`src/rtl/bus_arbiter_pkg.sv`:
```
// Shared definitions for the two-master memory bus arbiter.
package bus_arbiter_pkg;

    localparam int unsigned DATA_W              = 16;
    localparam int unsigned ADDR_W              = 16;
    localparam int unsigned DEFAULT_WAIT_STATES = 1;

    // Master IDs
    localparam logic M_CPU = 1'b0;
    localparam logic M_DMA = 1'b1;

    typedef enum logic [1:0] {
        IDLE   = 2'd0,
        ACCESS = 2'd1,
        DONE   = 2'd2
    } state_t;

endpackage

```
`src/rtl/bus_arbiter_rr_pick2.sv`:
```
// Combinational 2-way round-robin pick; on a tie the master that was not last served wins.
module rr_pick2 (
    input  logic req0,
    input  logic req1,
    input  logic last,
    output logic grant_valid,
    output logic winner
);

    // Tie goes to !last, otherwise the single requester wins.
    always_comb begin
        grant_valid = req0 | req1;
        winner      = (req0 & req1) ? ~last : req1;
    end

endmodule

```
`src/rtl/bus_arbiter.sv`:
```
// Round-robin arbiter for the 16-bit memory bus: registered, wait-state stretched accesses with one-cycle ack.
module bus_arbiter
    import bus_arbiter_pkg::*;
#(
    parameter int unsigned WAIT_STATES = DEFAULT_WAIT_STATES,
    parameter int unsigned CW          = 4
) (
    input  logic        clk,
    input  logic        reset,
    input  logic        m0_req,
    input  logic        m0_we,
    input  logic [15:0] m0_addr,
    input  logic [15:0] m0_wdata,
    output logic [15:0] m0_rdata,
    output logic        m0_ack,
    input  logic        m1_req,
    input  logic        m1_we,
    input  logic [15:0] m1_addr,
    input  logic [15:0] m1_wdata,
    output logic [15:0] m1_rdata,
    output logic        m1_ack,
    output logic [15:0] mem_addr,
    output logic [15:0] mem_wdata,
    input  logic [15:0] mem_rdata,
    output logic        mem_read,
    output logic        mem_write,
    output logic        owner,
    output logic        busy
);

    state_t              state_q, state_d;
    logic [CW-1:0]       cnt_q, cnt_d;
    logic                last_q, last_d;
    logic                we_q, we_d;
    logic                owner_d;
    logic [ADDR_W-1:0]   addr_d;
    logic [DATA_W-1:0]   wdata_d;
    logic [DATA_W-1:0]   rd0_d, rd1_d;
    logic                ack0_d, ack1_d;
    logic                read_d, write_d;
    logic                busy_d;
    logic                grant_valid;
    logic                winner;
    logic                sel_we;

    rr_pick2 u_pick (
        .req0        (m0_req),
        .req1        (m1_req),
        .last        (last_q),
        .grant_valid (grant_valid),
        .winner      (winner)
    );

    assign sel_we = (winner == M_DMA) ? m1_we : m0_we;

    // Next-state and next-output logic; everything holds unless the state says otherwise.
    always_comb begin
        state_d = state_q;
        cnt_d   = cnt_q;
        last_d  = last_q;
        we_d    = we_q;
        owner_d = owner;
        addr_d  = mem_addr;
        wdata_d = mem_wdata;
        rd0_d   = m0_rdata;
        rd1_d   = m1_rdata;
        ack0_d  = 1'b0;
        ack1_d  = 1'b0;
        read_d  = mem_read;
        write_d = mem_write;
        busy_d  = busy;
        case (state_q)
            IDLE: begin
                if (grant_valid) begin
                    state_d = ACCESS;
                    cnt_d   = CW'(WAIT_STATES);
                    owner_d = winner;
                    we_d    = sel_we;
                    addr_d  = (winner == M_DMA) ? m1_addr  : m0_addr;
                    wdata_d = (winner == M_DMA) ? m1_wdata : m0_wdata;
                    read_d  = ~sel_we;
                    write_d = sel_we;
                    busy_d  = 1'b1;
                end
            end
            ACCESS: begin
                if (cnt_q != '0) begin
                    cnt_d = cnt_q - CW'(1);
                end else begin
                    state_d = DONE;
                    last_d  = owner;
                    read_d  = 1'b0;
                    write_d = 1'b0;
                    if (!we_q) begin
                        if (owner == M_DMA) rd1_d = mem_rdata;
                        else                rd0_d = mem_rdata;
                    end
                    if (owner == M_DMA) ack1_d = 1'b1;
                    else                ack0_d = 1'b1;
                end
            end
            DONE: begin
                state_d = IDLE;
                busy_d  = 1'b0;
            end
            default: begin
                state_d = IDLE;
                read_d  = 1'b0;
                write_d = 1'b0;
                busy_d  = 1'b0;
            end
        endcase
    end

    // State and output registers; reset abandons any access in flight.
    always_ff @(posedge clk or negedge reset) begin
        if (!reset) begin
            state_q   <= IDLE;
            cnt_q     <= '0;
            last_q    <= 1'b1;
            we_q      <= 1'b0;
            owner     <= 1'b0;
            mem_addr  <= '0;
            mem_wdata <= '0;
            m0_rdata  <= '0;
            m1_rdata  <= '0;
            m0_ack    <= 1'b0;
            m1_ack    <= 1'b0;
            mem_read  <= 1'b0;
            mem_write <= 1'b0;
            busy      <= 1'b0;
        end else begin
            state_q   <= state_d;
            cnt_q     <= cnt_d;
            last_q    <= last_d;
            we_q      <= we_d;
            owner     <= owner_d;
            mem_addr  <= addr_d;
            mem_wdata <= wdata_d;
            m0_rdata  <= rd0_d;
            m1_rdata  <= rd1_d;
            m0_ack    <= ack0_d;
            m1_ack    <= ack1_d;
            mem_read  <= read_d;
            mem_write <= write_d;
            busy      <= busy_d;
        end
    end

endmodule

```
`config.mk`:
```
export PLATFORM = sky130hd
export DESIGN_NAME = bus_arbiter
export DESIGN_NICKNAME = d
export VERILOG_FILES = /design/src/rtl/bus_arbiter_pkg.sv /design/src/rtl/bus_arbiter_rr_pick2.sv /design/src/rtl/bus_arbiter.sv
export SDC_FILE = /design/constraint.sdc
export NUM_CORES = 1
export LEC_CHECK = 0
export BUFFER_PORTS_ARGS = -buffer_cell sky130_fd_sc_hd__clkbuf_2
export CAP_MARGIN = 20
export CORE_MARGIN = 2
export CORE_UTILIZATION = 50
export CTS_CLUSTER_DIAMETER = 100
export DETAILED_ROUTE_END_ITERATION = 6
export PLACE_DENSITY_LB_ADDON = 0.1
export SYNTH_ARGS = -nofsm -noshare
export SYNTH_HDL_FRONTEND = slang
export SYNTH_HIERARCHICAL = 1
export SYNTH_SLANG_ARGS = --single-unit
```
`constraint.sdc`:
```
create_clock -name clk -period 3 [get_ports clk]
set_clock_uncertainty 0.2 [all_clocks]
set_input_delay 0.9 -clock clk [delete_from_list [all_inputs] [get_ports clk]]
set_output_delay 0.9 -clock clk [all_outputs]
set_load 0.1 [all_outputs]
```
==> results of run 1 <==
[worst paths after layout]
check	from	end	slack, ps	cells after the start
min in group asynchronous	reset	m0_rdata[0]	300	1
worst min register to register	cnt_q[0]	cnt_q[0]	270	1
worst min-delay path	cnt_q[0]	cnt_q[0]	270	1
worst max-delay path	owner	owner	610	1
worst max register to register	cnt_q[0]	m1_rdata[9]	950	6
max in group asynchronous	reset	m0_rdata[3]	1710	2
[cells in the final DEF (no fill, tap or decap)]
cell      Yosys  layout
clkbuf_2      0     154
dfrtp_1      77      77
nand2_1      39      39
mux2i_1      36      36
o21ai_0      33      33
mux2_2       23      23
mux2_4       10      10
clkbuf_8      0      10
inv_1         8       8
nor2_1        6       6
clkbuf_1     10       4
buf_4         0       4
nand3_1       2       2
ha_1          2       2
clkinv_2      0       2
buf_12        0       2
nor3b_4       1       1
nor2b_1       1       1
and3_1        1       1
or3b_2        0       1
nand3_4       1       1
a211o_1       1       1
nand3b_1      1       1
nor3_1        1       1
a31o_2        1       1
nor3b_1       1       1
nand4b_4      1       1
nand2b_1      1       1
o22ai_1       1       1
or3_1         1       1
a21o_1        1       1
o221ai_1      1       1
dfstp_2       1       1
or2_1         1       1
a21boi_4      0       1
[per-stage QoR]
step	worst slack (ps)	hold slack, ps	utilization	std cells
floorplan	745	246	-	270
global placement	586	262	0.660	492
detailed placement	569	266	0.660	492
CTS	591	277	0.685	508
global route	532	312	0.685	508
finish	610	273	0.685	508
[cells by family (layout without fill, tap and decap cells)]
group	count (synthesis)	after routing	share of synthesized area
adder cells (fa/ha/maj)	2	2	0.00744
multiplexers	69	69	0.229
flip-flops	78	78	0.581
AND/OR/NAND/NOR	59	59	0.0889
AO/OA/AOI/OAI	39	39	0.0632
buffers and inverters	23	184	0.0312
[layer usage]
metal / share of wire / vias to the layer above
li1: - / 1238
met1: 0.43 / 1136
met2: 0.47 / 111
met3: 0.073 / 13
met4: 0.020 / 0
met5: 0 / -
[sequential cells by signal (all words and copies together), names as in the netlist]
register and count:
busy 1, cnt_q 4, last_q 1, m0_ack 1
m0_rdata 16, m1_ack 1, m1_rdata 16, mem_addr 16
mem_read 1, mem_wdata 16, mem_write 1, owner 1
state_q 2, we_q 1
[layout make-up]
type / count / area, um2
Fill cell: 507 / 2020
Sequential cell: 78 / 1950
Multi-Input combinational cell: 169 / 1320
Timing Repair Buffer: 160 / 841
Clock buffer: 14 / 153
Tap cell: 77 / 96.3
Inverter: 8 / 30.0
Clock inverter: 2 / 10.0
==> results.txt, run 1 <==
Status: finished clean
Setup Viol. Count Final: 0
Post-CTS Setup Repair Bufs: 0
Slowest stage cell, crit path: clkbuf_2
Worst Path Max Fanout: 6
Slew HR: 0.625
CTS tree: yes
CP startpoint kind: flop
Largest net degree at the start of global routing: 46
Post-synth ARST share: 1.00
GRT Total Usage: 0.194
I/O Buffers: 155
Area growth syn-to-layout: 30.8%
Drt wl/cell: 13.4 um
Hold-fix buffers at CTS: 0
Syn Std Cell Area: 0.00336 mm2
Yosys top cell by area: dfrtp_1
Die height: 86.0 um
ANT nets after route: 0
Tcrit/Tclk final: 0.797
Post-synthesis sequential element count: 78
Setup repair after global routing missed its margin: false
Post-DP Area: 0.00424 mm2
Crit end category: output pin
Ports: 156
Post-synth EDFFs: 0
Worst slew pin tran: 565 ps
Congestion Overflow GR: 0
YS warnings: 6
Top cell type's share of synthesized area: 0.573
Met3 usage: 0.0414
Syn Inst Count: 270
GR Util met2: 0.320
Gpl congestion: 0.752
Synth cell types: 32
Die W: 86.0 um
First-pass DRT Iterations: 4
Total wire length: 6.82 mm
Setup TNS: 0 ps
Vias in the first global route: 2453
Diode count: 0
Most frequent cells after synthesis: dfrtp_1, nand2_1, mux2i_1
Grt peak-use layer: met2
# rows: 29
HPWL after detailed placement: 5.30 mm
Post-CTS sizing: 0
Final hold vios: 0
Most common cell in the netlist: dfrtp_1
Buf/Inv on CP: 1
Crit path cell chain: clkbuf_2
TritonCTS buffer count: 9
Top_reg_cell synth: dfrtp_1
Max Slew Vio Count: 0
Starting density of the core: 0.524
Fin area: 0.00440 mm2
Post-route DRC violation count: 0
Critical path arrival: 1290 ps
Slowest cell delay on critical path: 500 ps
Final nets: 514
Starting DRT DRC Count: 37
Die area: 0.00740 mm2
Final min period: 2390 ps
Cell family with most CP delay: buffers and inverters
Area contributors post-synth: dfrtp_1, mux2i_1, mux2_2, o21ai_0, mux2_4
Layout cells sized above 1: 0.492
Clk root buf: clkbuf_8
Worst EP required: 1900 ps
Clk_lat worst skew: 330 ps
Post-synth net total: 358
Initial antenna violation count: 0
Core ar.: 0.00642 mm2
Via density per instance: 4.92
Average instance area after synthesis: 12.5 um2
MaxCap Viol Count: 0
GR Util met1: 0.245
Clock Path Buffers: 2
First-pass GRT wire length: 11.2 mm
Via count of the routed design: 2498
Clock transition at the registers of the reported paths: 70 ps
Fmax achieved: 418 MHz
Worst setup path class: flop to output pin
Worst min path class: flop to flop
Seq/Total Area, Yosys: 0.581
Clk sinks: 78
H-tree depth: 3
Power of run 1 is left out: the tool's default activity adds up to more than one toggle a clock period on the data nets, which glitch-free logic cannot reach.
==> run 2, diff against run 1 <==
--- a/config.mk
+++ b/config.mk
@@ -8,7 +8,7 @@
 export BUFFER_PORTS_ARGS = -buffer_cell sky130_fd_sc_hd__clkbuf_2
 export CAP_MARGIN = 20
 export CORE_MARGIN = 2
-export CORE_UTILIZATION = 50
+export CORE_UTILIZATION = 47
 export CTS_CLUSTER_DIAMETER = 100
 export DETAILED_ROUTE_END_ITERATION = 6
 export PLACE_DENSITY_LB_ADDON = 0.1
==> constraint.sdc (replaced) <==
create_clock -name clk -period 2.2 [get_ports clk]
set_clock_uncertainty 0.2 [all_clocks]
set_input_delay 0.66 -clock clk [delete_from_list [all_inputs] [get_ports clk]]
set_output_delay 0.66 -clock clk [all_outputs]
set_load 0.1 [all_outputs]
==> run 2 against run 1 <==
  * First-iteration DRC count increased by 110%
  * Critical path depth unchanged
  * Hold slack improved by 8.6 ps
  * Via count rose by 0.48%
  * Non-clock buffer count up 4
  * Cell count is 4.5% higher
  * Final area grew 2.8%
  * Utilization is 2.7 points lower
  * Critical path type unchanged
  * Largest cell class unchanged
  * Highest routed layer unchanged
==> results.txt, run 2 (synthesis gave the netlist of run 1 again) <==
Via density per instance: 4.73
GRT Total Usage: 0.183
Die area: 0.00785 mm2
TritonCTS buffer count: 9
Vias in the first global route: 2390
Diode count: 0
Slew HR: 0.627
Layout cells sized above 1: 0.506
Fmax achieved: 490 MHz
Gpl congestion: 0.785
Worst min path class: flop to flop
Core Util, Final: 0.658
Commonest non-fill, non-tap cell in the layout: clkbuf_2
Congestion Overflow GR: 0
H-tree depth: 3
Setup repair after global routing missed its margin: false
CP startpoint kind: flop
Largest net degree at the start of global routing: 57
Starting DRT DRC Count: 76
Die height: 88.6 um
CP Depth: 1
Fin area: 0.00452 mm2
Cell family with most CP delay: buffers and inverters
Post-DP Area: 0.00431 mm2
DP Cell Count: 514
FF-to-FF path depth: 6
Crit path cell chain: clkbuf_2
Die W: 88.6 um
Worst setup path class: flop to output pin
Clock transition at the registers of the reported paths: 80 ps
Core ar.: 0.00687 mm2
CTS tree: yes
Area growth syn-to-layout: 34.4%
Setup TNS: 0 ps
Drt wl/cell: 13.0 um
Final min period: 2040 ps
Worst Setup EP: mem_wdata[4]
Initial antenna violation count: 0
Most frequent cells in the layout: clkbuf_2, dfrtp_1, nand2_1
Slowest cell delay on critical path: 470 ps
RR Endpoint: m1_rdata[6]
Clock Path Buffers: 2
First-pass GRT wire length: 11.0 mm
Status: finished clean
Critical path arrival: 1180 ps
Worst EP required: 1340 ps
Tcrit/Tclk final: 0.927
Clk_lat worst skew: 330 ps
Post-Layout Cell Count: 531
# rows: 30
Final hold vios: 0
I/O Buffers: 155
MaxCap Viol Count: 0
R2R Path Start: cnt_q[0]
Max Slew Vio Count: 0
Via count of the routed design: 2510
ANT nets after route: 0
Slowest stage cell, crit path: clkbuf_2
Ports: 156
Total wire length: 6.89 mm
Clk sinks: 78
First-pass DRT Iterations: 4
Worst slew pin tran: 561 ps
Final nets: 518
R2R setup slack: 250 ps
Starting density of the core: 0.490
HPWL after detailed placement: 5.28 mm
Buf/Inv on CP: 1
Post-CTS Setup Repair Bufs: 0
Worst Path Max Fanout: 2
Post-route DRC violation count: 0
Crit end category: output pin
Critical path launch point: mem_wdata[4]
Clk root buf: clkbuf_8
Setup Viol. Count Final: 0
[run 2: timing repair]
item / 4_1_cts / 5_1_grt
gates resized for setup: 0 / 1
setup endpoints to repair: 0 / 17
endpoints found under the hold margin: 3 / 0
hold buffers: 1 / 0
[run 2: through the flow]
step,setup slack [ps],hold WS (ps)
global route,105,302
CTS,28.2,287
global placement,86.1,262
detailed placement,49.5,269
finish,160,282
floorplan,68.7,164
[run 2: area by class of cell]
| cell class | count | area, um2 |
|---|---|---|
| Multi-Input combinational cell | 169 | 1320 |
| Tap cell | 96 | 120 |
| Inverter | 8 | 30.0 |
| Timing Repair Buffer | 164 | 901 |
| Clock buffer | 10 | 138 |
| Fill cell | 585 | 2350 |
| Sequential cell | 78 | 1950 |
| Clock inverter | 6 | 61.3 |
[run 2: worst min-delay path: stages (launching register included)]
cell and delay [ps]:
dfrtp_1 350, nand2_1 40, o21ai_0 60
[run 2: routing by layer]
| layer | track usage | share of wire | routed length, um |
|---|---|---|---|
| met4 | 0.0785 | 0.014 | 98 |
| met5 | 0 | 0 | 0 |
| met1 | 0.232 | 0.42 | 2910 |
| met2 | 0.298 | 0.48 | 3320 |
| met3 | 0.0494 | 0.081 | 555 |
[run 2: worst min path at each step]
stage	startpoint	endpoint	slack [ps]	depth (start not counted)
6_report	mem_addr[3]	mem_addr[3]	280	2
5_1_grt	mem_addr[4]	mem_addr[4]	300	2
4_1_cts	mem_addr[0]	mem_addr[0]	290	2
3_5_place_dp	mem_addr[0]	mem_addr[0]	270	2
3_3_place_gp	mem_addr[9]	mem_addr[9]	260	2
2_1_floorplan	reset	busy	160	0
Power of run 2 is left out for the same reason.
==> run 3, diff against run 2 <==
--- a/config.mk
+++ b/config.mk
@@ -14,5 +14,5 @@
 export PLACE_DENSITY_LB_ADDON = 0.1
 export SYNTH_ARGS = -nofsm -noshare
 export SYNTH_HDL_FRONTEND = slang
-export SYNTH_HIERARCHICAL = 1
 export SYNTH_SLANG_ARGS = --single-unit
+export TNS_END_PERCENT = 10
==> run 3 against run 2 <==
  * Critical path depth up 4
  * Flip-flop and latch count unchanged
  * Register-to-register slack worse by 150 ps
  * Final area up 1.3%
  * Via count up 7.9%
  * Fmax down 2.8%
  * Non-clock buffer count up 3
  * Critical endpoint is now m1_rdata[7]
  * Highest routed layer unchanged
==> results.txt, run 3 <==
Final hold vios: 0
GRT Total Usage: 0.208
HPWL after detailed placement: 6.01 mm
Core ar.: 0.00714 mm2
Post-synth ARST share: 1.00
Seq/Total Area, Yosys: 0.574
Drt wl/cell: 15.2 um
Setup Viol. Count Final: 0
Worst Path Max Fanout: 16
Post-CTS Setup Repair Bufs: 0
Post-synthesis sequential element count: 78
Post-synth EDFFs: 0
Gpl congestion: 0.798
FILL cells: 614
YS warnings: 0
Initial antenna violation count: 0
Top_reg_cell synth: dfrtp_1
Fin area: 0.00458 mm2
First-pass GRT wire length: 12.4 mm
Max Slew Vio Count: 0
Slowest stage cell, crit path: mux2_4
Final nets: 516
ANT nets after route: 0
Crit end category: flop
Critical path arrival: 2130 ps
Average instance area after synthesis: 12.7 um2
Syn Inst Count: 268
Area contributors post-synth: dfrtp_1, mux2i_1, o21ai_0, mux2_2, mux2_4
Crit path cell chain: inv_1, ha_1, nor3b_4, nand4_4, mux2_4
Clock Path Buffers: 2
Slew HR: 0.622
Die W: 89.1 um
Via count of the routed design: 2708
Status: finished clean
Worst slew pin tran: 570 ps
Setup repair after global routing missed its margin: false
Starting density of the core: 0.477
Die height: 89.1 um
Layout cells sized above 1: 0.513
Post-route DRC violation count: 0
Worst min path class: input pin to asynchronous set/reset pin
Worst setup path class: flop to flop
H-tree depth: 3
Most common cell in the netlist: dfrtp_1
Tcrit/Tclk final: 0.953
Most frequent cells after synthesis: dfrtp_1, o21ai_0, mux2i_1
Clk root buf: clkbuf_8
Ports: 156
I/O Buffers: 155
Final min period: 2100 ps
Total wire length: 8.08 mm
Clk sinks: 78
R2R setup slack: 100 ps
Hold-fix buffers at CTS: 0
Die area: 0.00794 mm2
Clock transition at the registers of the reported paths: 80 ps
Clk_lat worst skew: 340 ps
Vias in the first global route: 2583
CP startpoint kind: flop
Via density per instance: 5.09
Most frequent cells in the layout: clkbuf_2, dfrtp_1, o21ai_0
MaxCap Viol Count: 0
Top cell type's share of synthesized area: 0.566
Setup TNS: 0 ps
Largest net degree at the start of global routing: 37
# rows: 31
Starting DRT DRC Count: 132
Area growth syn-to-layout: 34.6%
Syn Std Cell Area: 0.00340 mm2
First-pass DRT Iterations: 4
Post-CTS sizing: 0
Yosys top cell by area: dfrtp_1
Commonest non-fill, non-tap cell in the layout: clkbuf_2
Diode count: 0
Post-synth net total: 356
Synth cell types: 30
TritonCTS buffer count: 9
Slowest cell delay on critical path: 430 ps
Congestion Overflow GR: 0
Fmax achieved: 477 MHz
CTS tree: yes
Post-DP Area: 0.00434 mm2
Worst EP required: 2230 ps
==> run 3: path summary, 6_finish.rpt <==
| path | to | from | cells after the start |
|---|---|---|---|
| max in group asynchronous | mem_wdata[3] | reset | 2 |
| setup reg to reg | m1_rdata[7] | cnt_q[0] | 5 |
| setup / recovery | m1_rdata[7] | cnt_q[0] | 5 |
| min in group clk | mem_wdata[5] | mem_wdata[5] | 2 |
| hold / removal | m1_ack | reset | 1 |
| hold reg to reg | mem_wdata[5] | mem_wdata[5] | 2 |
==> run 3: cell type report <==
cell class	count	area, um2	share of cell area
Inverter	6	22.5	0.00492
Clock buffer	9	124	0.0270
Tap cell	99	124	0.0270
Clock inverter	7	120	0.0262
Timing Repair Buffer	167	896	0.196
Sequential cell	78	1950	0.426
Multi-Input combinational cell	166	1340	0.293
==> run 3: logic make-up after synthesis <==
| logic type | Yosys count | share of synthesized area |
|---|---|---|
| adders and majority gates | 2 | 0.00735 |
| AOI/OAI and AO/OA | 80 | 0.127 |
| muxes | 67 | 0.220 |
| xor gates and xnor gates | 1 | 0.00257 |
| and+or+nand+nor | 16 | 0.0368 |
| DFF | 78 | 0.574 |
| buffers and inverters | 24 | 0.0324 |
==> run 3: worst max-delay path: cells and delay by family, from the launching register on <==
family | cells | cell delay (ps)
adder cells (fa/ha/maj) | 1 | 170
buffers and inverters | 1 | 110
flip-flops | 1 | 380
multiplexers | 1 | 430
AND/OR/NAND/NOR | 2 | 680
==> run 3: stage by stage <==
step	setup slack [ps]	hold WS (ps)	utilization	std cells
after CTS	92.4	43.0	0.642	532
after global routing	49.7	57.2	0.642	532
final	103	36.3	0.642	532
after detailed placement	94.3	292	0.608	516
after floorplan	68.4	164	-	268
after global placement	194	287	0.608	516
==> run 3: layer usage <==
metal,vias up,share of wire,GRT usage
met5,-,0,0
met1,1319,0.42,0.275
met4,0,0.012,0.0746
li1,1284,-,-
met3,9,0.063,0.0536
met2,96,0.51,0.333
Power of run 3 is left out for the same reason.
